--- src/rtl/blood_pkg.sv ---
// Shared constants, state encoding and saturating helpers for the health bar.
package blood_pkg;

    localparam int unsigned HP_MAX     = 61;
    localparam int unsigned IFRAMES    = 30;
    localparam int unsigned BAR_OFFSET = 2;

    typedef enum logic [1:0] {
        ALIVE = 2'd0,
        HURT  = 2'd1,
        DEAD  = 2'd2
    } hp_state_t;

    // a - b, clamped at zero instead of wrapping
    function automatic logic [5:0] sat_sub(input logic [5:0] a, input logic [6:0] b);
        if (b > {1'b0, a})
            return '0;
        else
            return a - b[5:0];
    endfunction

    // a + b, clamped at lim; the sum is formed at 8 bits so it cannot wrap
    function automatic logic [5:0] sat_add(input logic [5:0] a, input logic [6:0] b,
                                           input logic [5:0] lim);
        logic [7:0] s;
        s = {2'b00, a} + {1'b0, b};
        if (s > {2'b00, lim})
            return lim;
        else
            return s[5:0];
    endfunction

endpackage

--- src/rtl/frame_tick_gen.sv ---
// Brings the vsync-rate frame strobe into the Clk domain and turns each
// rising edge into a single-cycle frame_tick.
module frame_tick_gen (
    input  logic Clk,
    input  logic Reset,
    input  logic frame_clk,
    output logic frame_tick
);

    logic sync0, sync1, sync_q;

    // Two-flop synchronizer plus one delay stage for edge detection
    always_ff @(posedge Clk) begin
        if (Reset) begin
            sync0  <= 1'b0;
            sync1  <= 1'b0;
            sync_q <= 1'b0;
        end else begin
            sync0  <= frame_clk;
            sync1  <= sync0;
            sync_q <= sync1;
        end
    end

    assign frame_tick = sync1 & ~sync_q;

endmodule

--- src/rtl/blood_ctrl.sv ---
// Player health controller: tracks target health, animates the displayed
// health toward it once per frame, and drives the bar fill column.
module blood_ctrl #(
    parameter int unsigned HP_MAX     = blood_pkg::HP_MAX,
    parameter int unsigned IFRAMES    = blood_pkg::IFRAMES,
    parameter int unsigned BAR_OFFSET = blood_pkg::BAR_OFFSET
) (
    input  logic       Clk,
    input  logic       Reset,
    input  logic       frame_clk,
    input  logic       hit,
    input  logic [6:0] damage,
    input  logic       heal,
    input  logic [6:0] heal_amt,
    input  logic       revive,
    output logic [6:0] blood,
    output logic       is_dead,
    output logic       hurt_flash
);

    import blood_pkg::*;

    localparam logic [5:0] HP_FULL = 6'(HP_MAX);
    localparam logic [7:0] IF_LOAD = 8'(IFRAMES);
    localparam logic [6:0] OFS     = 7'(BAR_OFFSET);

    hp_state_t  state, state_n;
    logic [5:0] target_hp, target_n;
    logic [5:0] disp_hp, disp_n, disp_gap;
    logic [7:0] iframe_cnt, iframe_n;
    logic       frame_tick;

    frame_tick_gen u_tick (
        .Clk        (Clk),
        .Reset      (Reset),
        .frame_clk  (frame_clk),
        .frame_tick (frame_tick)
    );

    // Next health state: hits only land while ALIVE, heals outside DEAD,
    // revive only from DEAD; invulnerability counts down on frame ticks
    always_comb begin
        state_n  = state;
        target_n = target_hp;
        iframe_n = iframe_cnt;
        unique case (state)
            ALIVE: begin
                if (hit) begin
                    target_n = sat_sub(target_hp, damage);
                    if (target_n == '0) begin
                        state_n = DEAD;
                    end else begin
                        state_n  = HURT;
                        iframe_n = IF_LOAD;
                    end
                end else if (heal) begin
                    target_n = sat_add(target_hp, heal_amt, HP_FULL);
                end
            end
            HURT: begin
                if (heal)
                    target_n = sat_add(target_hp, heal_amt, HP_FULL);
                if (frame_tick) begin
                    iframe_n = iframe_cnt - 8'd1;
                    if (iframe_cnt == 8'd1)
                        state_n = ALIVE;
                end
            end
            DEAD: begin
                if (revive) begin
                    target_n = HP_FULL;
                    state_n  = ALIVE;
                end
            end
            default: state_n = ALIVE;
        endcase
    end

    // Displayed health: drain by 1 or fill by up to 2 per frame, never past target
    always_comb begin
        disp_gap = target_hp - disp_hp;
        disp_n   = disp_hp;
        if (frame_tick) begin
            if (disp_hp > target_hp)
                disp_n = disp_hp - 6'd1;
            else if (disp_hp < target_hp)
                disp_n = disp_hp + ((disp_gap >= 6'd2) ? 6'd2 : disp_gap);
        end
    end

    // State registers and registered outputs; flags are taken from the next
    // state so they change in the same cycle as the state itself
    always_ff @(posedge Clk) begin
        if (Reset) begin
            state      <= ALIVE;
            target_hp  <= HP_FULL;
            disp_hp    <= HP_FULL;
            iframe_cnt <= '0;
            blood      <= {1'b0, HP_FULL} + OFS;
            is_dead    <= 1'b0;
            hurt_flash <= 1'b0;
        end else begin
            state      <= state_n;
            target_hp  <= target_n;
            disp_hp    <= disp_n;
            iframe_cnt <= iframe_n;
            blood      <= {1'b0, disp_hp} + OFS;
            is_dead    <= (state_n == DEAD);
            hurt_flash <= (state_n == HURT) & iframe_n[2];
        end
    end

endmodule

--- config.mk ---
export PLATFORM = sky130hd
export DESIGN_NAME = blood_ctrl
export DESIGN_NICKNAME = d
export VERILOG_FILES = /design/src/rtl/blood_pkg.sv /design/src/rtl/frame_tick_gen.sv /design/src/rtl/blood_ctrl.sv
export SDC_FILE = /design/constraint.sdc
export NUM_CORES = 1
export LEC_CHECK = 0
export ABC_CLOCK_PERIOD_IN_PS = 3750
export CAP_MARGIN = 5
export CORE_AREA = 8 8 89 75
export CTS_CLUSTER_DIAMETER = 100
export DETAILED_ROUTE_END_ITERATION = 16
export DIE_AREA = 0 0 97 83
export GPL_ROUTABILITY_DRIVEN = 0
export MAX_ROUTING_LAYER = met4
export PLACE_DENSITY = 0.87
export SETUP_SLACK_MARGIN = 0.5
export SLEW_MARGIN = 20
export SYNTH_ARGS = -nofsm -noshare
export SYNTH_HDL_FRONTEND = slang
export SYNTH_SLANG_ARGS = --single-unit
--- constraint.sdc ---
create_clock -name Clk -period 3.75 [get_ports Clk]
set_input_delay 0.5625 -clock Clk [delete_from_list [all_inputs] [get_ports Clk]]
set_output_delay 0.5625 -clock Clk [all_outputs]
set_load 0.03 [all_outputs]
# After elaboration in Yosys (flattened, before gate mapping)
# Cells that the tools add are included.
# Widths: inputs -> output; s select.
[op_classes]
n_addsub = 7
n_lt_le_gt_ge = 5
eq_ne = 9
muxes = 21
bitwise = 3
n_reduce_logical = 8
[ops]
columns = ["operator", "n"]
rows = [
  ["$mux 6", 10],
  ["$mux 8", 3],
  ["$pmux 6 s3", 1],
  ["$pmux 8 s2", 1],
  ["$sub 6x6->6", 2],
  ["$mux 2", 5],
  ["$add 6x7->8", 1],
  ["$eq 8x1->1 const B", 1],
  ["$gt 8x6->1 const B", 1],
  ["$ne 2x2->1 const B", 4],
  ["$sub 8x1->8 const B", 1],
  ["$add 6x2->7 const B", 1],
  ["$gt 7x6->1", 1],
  ["$add 6x6->6", 1],
  ["$ge 6x2->1 const B", 1],
  ["$gt 6x6->1", 1],
  ["$logic_not 6->1", 1],
  ["$lt 6x6->1", 1],
  ["$pmux 2 s3", 1],
  ["$sub 6x1->6 const B", 1],
  ["$eq 2x1->1 const B", 2],
  ["$eq 2x2->1 const B", 2],
  ["$reduce_and 2->1", 2],
  ["$reduce_and 4->1", 1],
  ["5 further kinds", 7],
]
[totals]
regBits = 34
in_bits = 20
output_inout_bits = 9
wordCells = 64

# Longest topological paths before layout
# Gate-level depths: netlist of the first run.
[logic_depth]
ltp_word = 10
mapped_depth = 17
ltp_nobuf = 17

# By module
# Synthesis of the first run repeated with hierarchy kept, for this count alone.
[unflattened]
cells_unflattened = 346
area_unflattened_um2 = 2897.8
[modules_own_cells]
columns = ["mod", "n_inst", "cells_per_inst", "area_per_inst_um2", "seq_area_each_um2"]
rows = [
  ["blood_ctrl", 1, 339, 2810.2, 620.6],
  ["frame_tick_gen", 1, 7, 87.6, 60.1],
]

# Least setup slack after synthesis of the first run
# OpenSTA, ideal clock, no wires.
[synth_path]
kind = "register to register"
from = "register target_hp[1]"
to = "register disp_hp[5]"
setup_time_ns = 0.072
t_arrival_ns = 3.312
required_ns = 3.678
path_slack_ns = 0.367
path_stages_with_launch = 15
n_path_buf = 0
period_less_slack_ns = 3.383
cell_sequence = "dfxtp_1 > inv_1 > fa_1 > nor2b_1 > o21ai_1 > a21o_1 > and2_1 > or4_1 > ha_1 > a211oi_1 > o21bai_1 > a21o_1 > a21oi_1 > nand4b_1 > mux2i_1"
[synth_between]
elab_chain_cells = 6
elab_cells_between_ends = 10
cone_classes = "add/sub (2); order compare (3); mux (3); reduce/logical (2)"
[synth_rtl]
columns = ["item", "line_no", "text"]
rows = [
  ["start, declared", "blood_ctrl.sv:28", "logic [5:0] target_hp, target_n;"],
  ["start signal, assigned", "blood_ctrl.sv:104", "target_hp <= target_n;"],
  ["$sub 6x6->6", "blood_ctrl.sv:81", "disp_gap = target_hp - disp_hp;"],
  ["$ge 6x2->1", "blood_ctrl.sv:87", "disp_n = disp_hp + ((disp_gap >= 6'd2) ? 6'd2 : disp_gap);"],
  ["$mux 6", "blood_ctrl.sv:87", ""],
  ["$add 6x6->6", "blood_ctrl.sv:87", ""],
  ["$mux 6", "blood_ctrl.sv:86", "else if (disp_hp < target_hp)"],
  ["$mux 6", "blood_ctrl.sv:84", "if (disp_hp > target_hp)"],
  ["end signal, assigned", "blood_ctrl.sv:105", "disp_hp <= disp_n;"],
  ["end, declared", "blood_ctrl.sv:29", "logic [5:0] disp_hp, disp_n, disp_gap;"],
]
# Several ways; a longest one is shown, not always the timed one. The select of a mux whose other input is x is not followed.
# A chain may end at the register's enable or synchronous reset.

# Worst setup path in the final report of the first run
[layout_path]
from = "register target_hp[1]"
to = "register disp_hp[4]"
# Same word-level chain as after synthesis.

==> results of run 1 <==
[state kept, by name, summed over array words and instances (netlist names)]
register	count
iframe_cnt	8
blood	7
disp_hp	6
target_hp	6
state	2
hurt_flash	1
is_dead	1
u_tick.sync0	1
u_tick.sync1	1
u_tick.sync_q	1
[worst register-to-register path, cell delays in order, from the launching register on]
cell and delay (ns):
dfxtp_4 0.39, inv_1 0.11, fa_2 0.44, nor2b_4 0.20
buf_4 0.15, o21ai_0 0.21, o41ai_2 0.39, ha_2 0.27
inv_2 0.06, fa_2 0.41, inv_2 0.06, a21o_1 0.12
a21oi_2 0.06, xnor2_1 0.12, a311o_1 0.30
[metrics by stage]
stage          hold slack [ns]  power [mW]  cells
5_1_grt                  0.468        2.93    468
2_1_floorplan            0.414        1.84    366
6_report                 0.462        2.75    468
3_3_place_gp             0.426        2.12    454
4_1_cts                  0.466        2.54    465
3_5_place_dp             0.445        2.18    454
[logic make-up after synthesis]
family                     count (synthesis)
AOI/OAI and AO/OA                        110
xor gates and xnor gates                  17
adders and majority gates                 39
buffers and inverters                     42
DFF                                       34
muxes                                      4
and+or+nand+nor                          120
[power by group]
| group | internal, mW | leakage, nW | switching (mW) |
|---|---|---|---|
| sequential | 0.446 | 0.279 | 0.0896 |
| clock | 0.125 | 0.0438 | 0.146 |
| combinational | 0.855 | 1.15 | 1.09 |
[cell type report]
type	count	area, sq um
Clock buffer	5	68.8
Clock inverter	2	10.0
Fill cell	406	1690
Inverter	34	128
Multi-Input combinational cell	290	2230
Sequential cell	34	693
Tap cell	65	81.3
Timing Repair Buffer	38	355
[per-layer routing]
layer	wire length, microns	GRT usage, %
met5	0	-
met4	172	4.60
met3	473	3.64
met2	3890	31.3
met1	3460	22.1
[placed cells by master (no fill, tap or decap), types with 4 or more instances in the layout]
cell type	count
a211oi_1	4
a21o_1	8
a21oi_1	36
a311o_1	4
a31oi_1	4
and2_1	6
buf_4	10
clkbuf_8	5
clkdlybuf4s50_1	28
dfxtp_1	28
dfxtp_2	4
ha_1	30
ha_4	4
inv_1	30
inv_2	4
mux2i_1	4
nand2_1	15
nand2b_1	10
nand3_1	9
nor2_1	29
nor2b_1	9
nor3_1	10
o21ai_0	10
o21ai_1	5
o31ai_1	4
o32ai_1	5
xnor2_1	12
xor2_1	4
[worst max path at each step]
stage,start,end,slack (ns),cells after the start
after detailed placement,target_hp[0]$_SDFFE_PP1P_,disp_hp[5]$_SDFFE_PP1P_,0.23,15
after global placement,target_hp[0]$_SDFFE_PP1P_,disp_hp[5]$_SDFFE_PP1P_,0.32,15
after floorplan,target_hp[0]$_SDFFE_PP1P_,disp_hp[5]$_SDFFE_PP1P_,0.45,15
final,target_hp[1]$_SDFFE_PP0P_,disp_hp[4]$_SDFFE_PP1P_,0.37,14
after CTS,target_hp[0]$_SDFFE_PP1P_,disp_hp[5]$_SDFFE_PP1P_,0.50,15
after global routing,target_hp[1]$_SDFFE_PP0P_,disp_hp[4]$_SDFFE_PP1P_,0.30,15
[timing repair]
item	4_1_cts	5_1_grt
pin swaps	4	13
gates resized for setup	12	18
endpoints found under the setup margin	3	4
setup buffers	4	3
==> results.ini, run 1 <==
[hold_path]
worstHoldStart=u_tick.sync0$_SDFF_PP0_
whs_path_depth=1
whs_endpoint=u_tick.sync1$_SDFF_PP0_
hp-class=register to register

[synth]
yosysMostFrequentCell=a21oi_1
yosysTopAreaCell=dfxtp_1
yosys_warnings=0
yosys.area_share.adder_pct=17.5
synth_top_family_by_area=compound AO/OA/AOI/OAI gates
ys.flop_type=dfxtp_1
syn-cell-area_sq_mm=0.00297
synth-simple-area-share_pct=22.2
synth.area.top_cells=dfxtp_1 (23%), ha_1 (15%), a21oi_1 (6.4%), inv_1 (4.3%), nor2_1 (3.8%)
ys_types=62
synth_xor_area_share_pct=5.27
muxShareOfSynthArea_pct=1.35
synth_nets=425
syn_avg_cell_area_sq_um=8.11
ys_ff_latch=34
synth_edf_count=0
synth_top_cell_area_share_pct=22.9
async_reset_ff_share_pct=0
synth_compound_area_share_pct=24.9
yosysSeqAreaShare_pct=22.9
ys_top_cells_by_count=a21oi_1 (38), ha_1 (35), dfxtp_1 (34), inv_1 (34), nor2_1 (30)
synth_cells=366

[cts]
h-tree-depth=2
cts_hold_buf=0
path_clk_slew_ns=0.08
cts_buffer_depth=2
numCtsBuffers=5
cts_root_buffer=clkbuf_8
tritoncts=yes
cts_sinks=34
clk_latency_ns=0.30

[critical_path]
crit_path_start_kind=register
critPathMaxFanout=4
r2r-start=target_hp[1]$_SDFFE_PP0P_
cpPeakStageDelay_ns=0.44
cp_top_family=adder cells
crit_type=register to register
timing.rr.end=disp_hp[4]$_SDFFE_PP1P_
slowest_stage=fa_2
reg2reg_slack_ns=0.37
path_cells=inv_1, fa_2, nor2b_4, buf_4, o21ai_0, o41ai_2, ha_2, inv_2, fa_2, inv_2, a21o_1, a21oi_2, xnor2_1, a311o_1
reg2reg_depth=14
worstSetupEndpointType=register
cp.required_ns=3.93
path_buf_inv=4
cp.arrival_ns=3.57

[timing]
fin_ws_ns=0.366
tightest_slew_ns=0.542
fin_setup_tns_ns=0
finalMaxSlewViolations=0
finalCriticalPeriod_ns=3.38
fmaxAchievable_mhz=296
rsz0062_at_grt=yes
hold_violations=0
skew_ns=0.0137
min_period_over_period_pct=90.2
setup_viol=0
relSlewSlack_pct=63.5

[pwr]
leakage_nw=1.47
ir_worst_vdd_mv=0.473
powerDensity_mw_per_mm2=772

[job]
maxCapViolations=0

[grt]
grt_usage_pct=18.6
first_global_vias=2737
antenna_found_initial=0
grt_max_degree=22
grt.overflow.total=0
grt_first_pass_wirelength_mm=12.6

[die]
core_area_sq_mm=0.00526
start_util_pct=56.5
dieArea_sq_mm=0.00805
die_y_microns=83
die_w_microns=97
rows=24
boundaryPins=29

[route]
drc=0
ant_nets=0
drt_iter0_drc=225
vias_per_cell=6.22
vias=2912
finalWirelength_mm=7.99
dr.pass1.iters=6
wire_per_inst_microns=17.1

[place]
dp_slack_ns=0.235
portBuffers=28
post-dp-hpwl_mm=5.72
placed_area_sq_mm=0.00331

[final_layout]
utilization_pct=67.9
diodes=0
syn2layout_area_growth_pct=20.2
final_nets=462
finalInstanceArea_sq_mm=0.00357
drive_above_1_share_pct=14.1

[status]
status=complete, no violations

Note: power is estimated with default switching activity, not from simulation.
==> run 2, diff against run 1 <==
CORE_AREA = 8 8 106 89   (was 8 8 89 75)
CTS_CLUSTER_SIZE = 28   (was not set)
DIE_AREA = 0 0 114 97   (was 0 0 97 83)
PLACE_DENSITY = 0.65   (was 0.87)
SKIP_LAST_GASP = 1   (was not set)
==> results.ini, run 2 (same netlist as run 1, synthesis figures left out) <==
[timing]
finalMaxSlewViolations=0
min_period_over_period_pct=85.3
rsz0062_at_grt=yes
setup_viol=0
fmaxAchievable_mhz=313
relSlewSlack_pct=62.8
timing.hold.ws_ns=0.442
finalCriticalPeriod_ns=3.20
tightest_slew_ns=0.553
skew_ns=0.0155
fin_setup_tns_ns=0
hold_violations=0

[die]
die_y_microns=97
start_util_pct=38.6
dieArea_sq_mm=0.0111
die_w_microns=114
core_area_sq_mm=0.00769
boundaryPins=29
rows=29

[grt]
grt.overflow.total=0
grtUsageMet2_pct=22.1
grt_max_degree=27
use_met3_pct=2.73
grt_usage_pct=13.8
use_met1_pct=17.7
grt_first_pass_wirelength_mm=12.3
antenna_found_initial=0
busiest_layer=met2
first_global_vias=2602

[route]
drt_iter0_drc=156
drc=0
finalWirelength_mm=7.42
vias_per_cell=5.37
ant_nets=0
wire_per_inst_microns=14.5
dr.pass1.iters=5
vias=2748

[place]
post-dp-hpwl_mm=5.75
portBuffers=28

[critical_path]
cp.arrival_ns=3.42
reg2reg_slack_ns=0.55
worstSetupEndpointType=register
crit_type=register to register
crit_path_start_kind=register
critPathMaxFanout=4
cp.required_ns=3.97

[cts]
cts_root_buffer=clkbuf_8
clk_latency_ns=0.29
path_clk_slew_ns=0.08
numCtsBuffers=5
cts_sinks=34
cts_buffer_depth=2
tritoncts=yes
cts_hold_buf=0
h-tree-depth=2

[final_layout]
largest_register_ffs=8
largestRegisters=iframe_cnt: 8 flops, blood: 7 flops
final_cell_mix=a21oi_1 (37), inv_1 (31), nor2_1 (30), ha_1 (30)
regMostFlops=iframe_cnt
drive_above_1_share_pct=13.9
final_nets=462
diodes=0
syn2layout_area_growth_pct=23.4
final_common_cell=a21oi_1

[pwr]
powerDensity_mw_per_mm2=765
leakage_nw=1.49
ir_worst_vdd_mv=0.325

[job]
maxCapViolations=0

[hold_path]
hp-class=register to register

[status]
status=complete, no violations

==> run 2: changes by cell type in the layout (fill, tap and decap cells not counted), sizes merged <==
cell and delta:
bufinv +2, clkinv -1
==> run 2: path summary, 6_finish.rpt <==
| kind | startpoint | end | depth (start not counted) |
|---|---|---|---|
| worst max-delay path | target_hp[0]$_SDFFE_PP1P_ | disp_hp[5]$_SDFFE_PP1P_ | 16 |
| worst min-delay path | u_tick.sync0$_SDFF_PP0_ | u_tick.sync1$_SDFF_PP0_ | 1 |
| worst max register to register | target_hp[0]$_SDFFE_PP1P_ | disp_hp[5]$_SDFFE_PP1P_ | 16 |
| worst min register to register | u_tick.sync0$_SDFF_PP0_ | u_tick.sync1$_SDFF_PP0_ | 1 |
==> run 2: where the power goes <==
part | switching (mW) | internal, mW
clock | 0.151 | 0.267
sequential | 0.0905 | 0.446
combinational | 1.01 | 0.832
==> run 2: timing repair <==
| action | CTS | global route |
|---|---|---|
| pin swaps | 10 | 3 |
| resized for setup | 19 | 6 |
| endpoints found under the setup margin | 3 | 4 |
| buffers inserted | 7 | 0 |
==> run 2: layout make-up <==
class / count / area [sq um]
well taps: 108 / 135
clock buffers: 5 / 68.8
multi-input cells: 290 / 2210
repair buffers: 38 / 355
inverters: 34 / 128
fillers: 765 / 4030
clock inverters: 3 / 68.8
flip-flops and latches: 34 / 691
==> run 2: metrics by stage <==
step                std cells  util [%]  instance area, sq um  total power [mW]  setup WS, ns
finish                    512      47.6                  3660              2.80         0.553
detailed placement        497      43.8                  3370              2.17         0.215
floorplan                 366         -                  2980              1.84         0.445
global placement          497      43.8                  3370              2.15         0.293
CTS                       512      47.3                  3630              2.75         0.508
global route              512      47.6                  3660              3.04         0.390
==> run 2: critical path, cell delays in order (launching register included) <==
cell and delay (ns):
dfxtp_2 0.35, inv_2 0.06, ha_4 0.16, fa_2 0.36
nor2b_4 0.17, o31ai_1 0.09, mux2i_1 0.16, a22oi_2 0.11
buf_4 0.15, or4_4 0.42, ha_4 0.23, a211oi_2 0.18
o21bai_1 0.09, a21o_1 0.19, a21oi_1 0.10, nand4b_1 0.14
mux2i_1 0.18
==> run 2: per-layer routing <==
| layer | vias to the layer above | part of all wire, % |
|---|---|---|
| li1 | 1400 | - |
| met3 | 7 | 4.6 |
| met1 | 1281 | 48 |
| met2 | 60 | 47 |
| met4 | 0 | 0.78 |
| met5 | - | 0 |
==> run 3, diff against run 2 <==
CORE_AREA = 8 8 89 75   (was 8 8 106 89)
DIE_AREA = 0 0 97 83   (was 0 0 114 97)
PLACE_DENSITY = 0.87   (was 0.65)
==> results of run 3 <==
No change in the layout: final DEF, timing and power equal those of run 1.
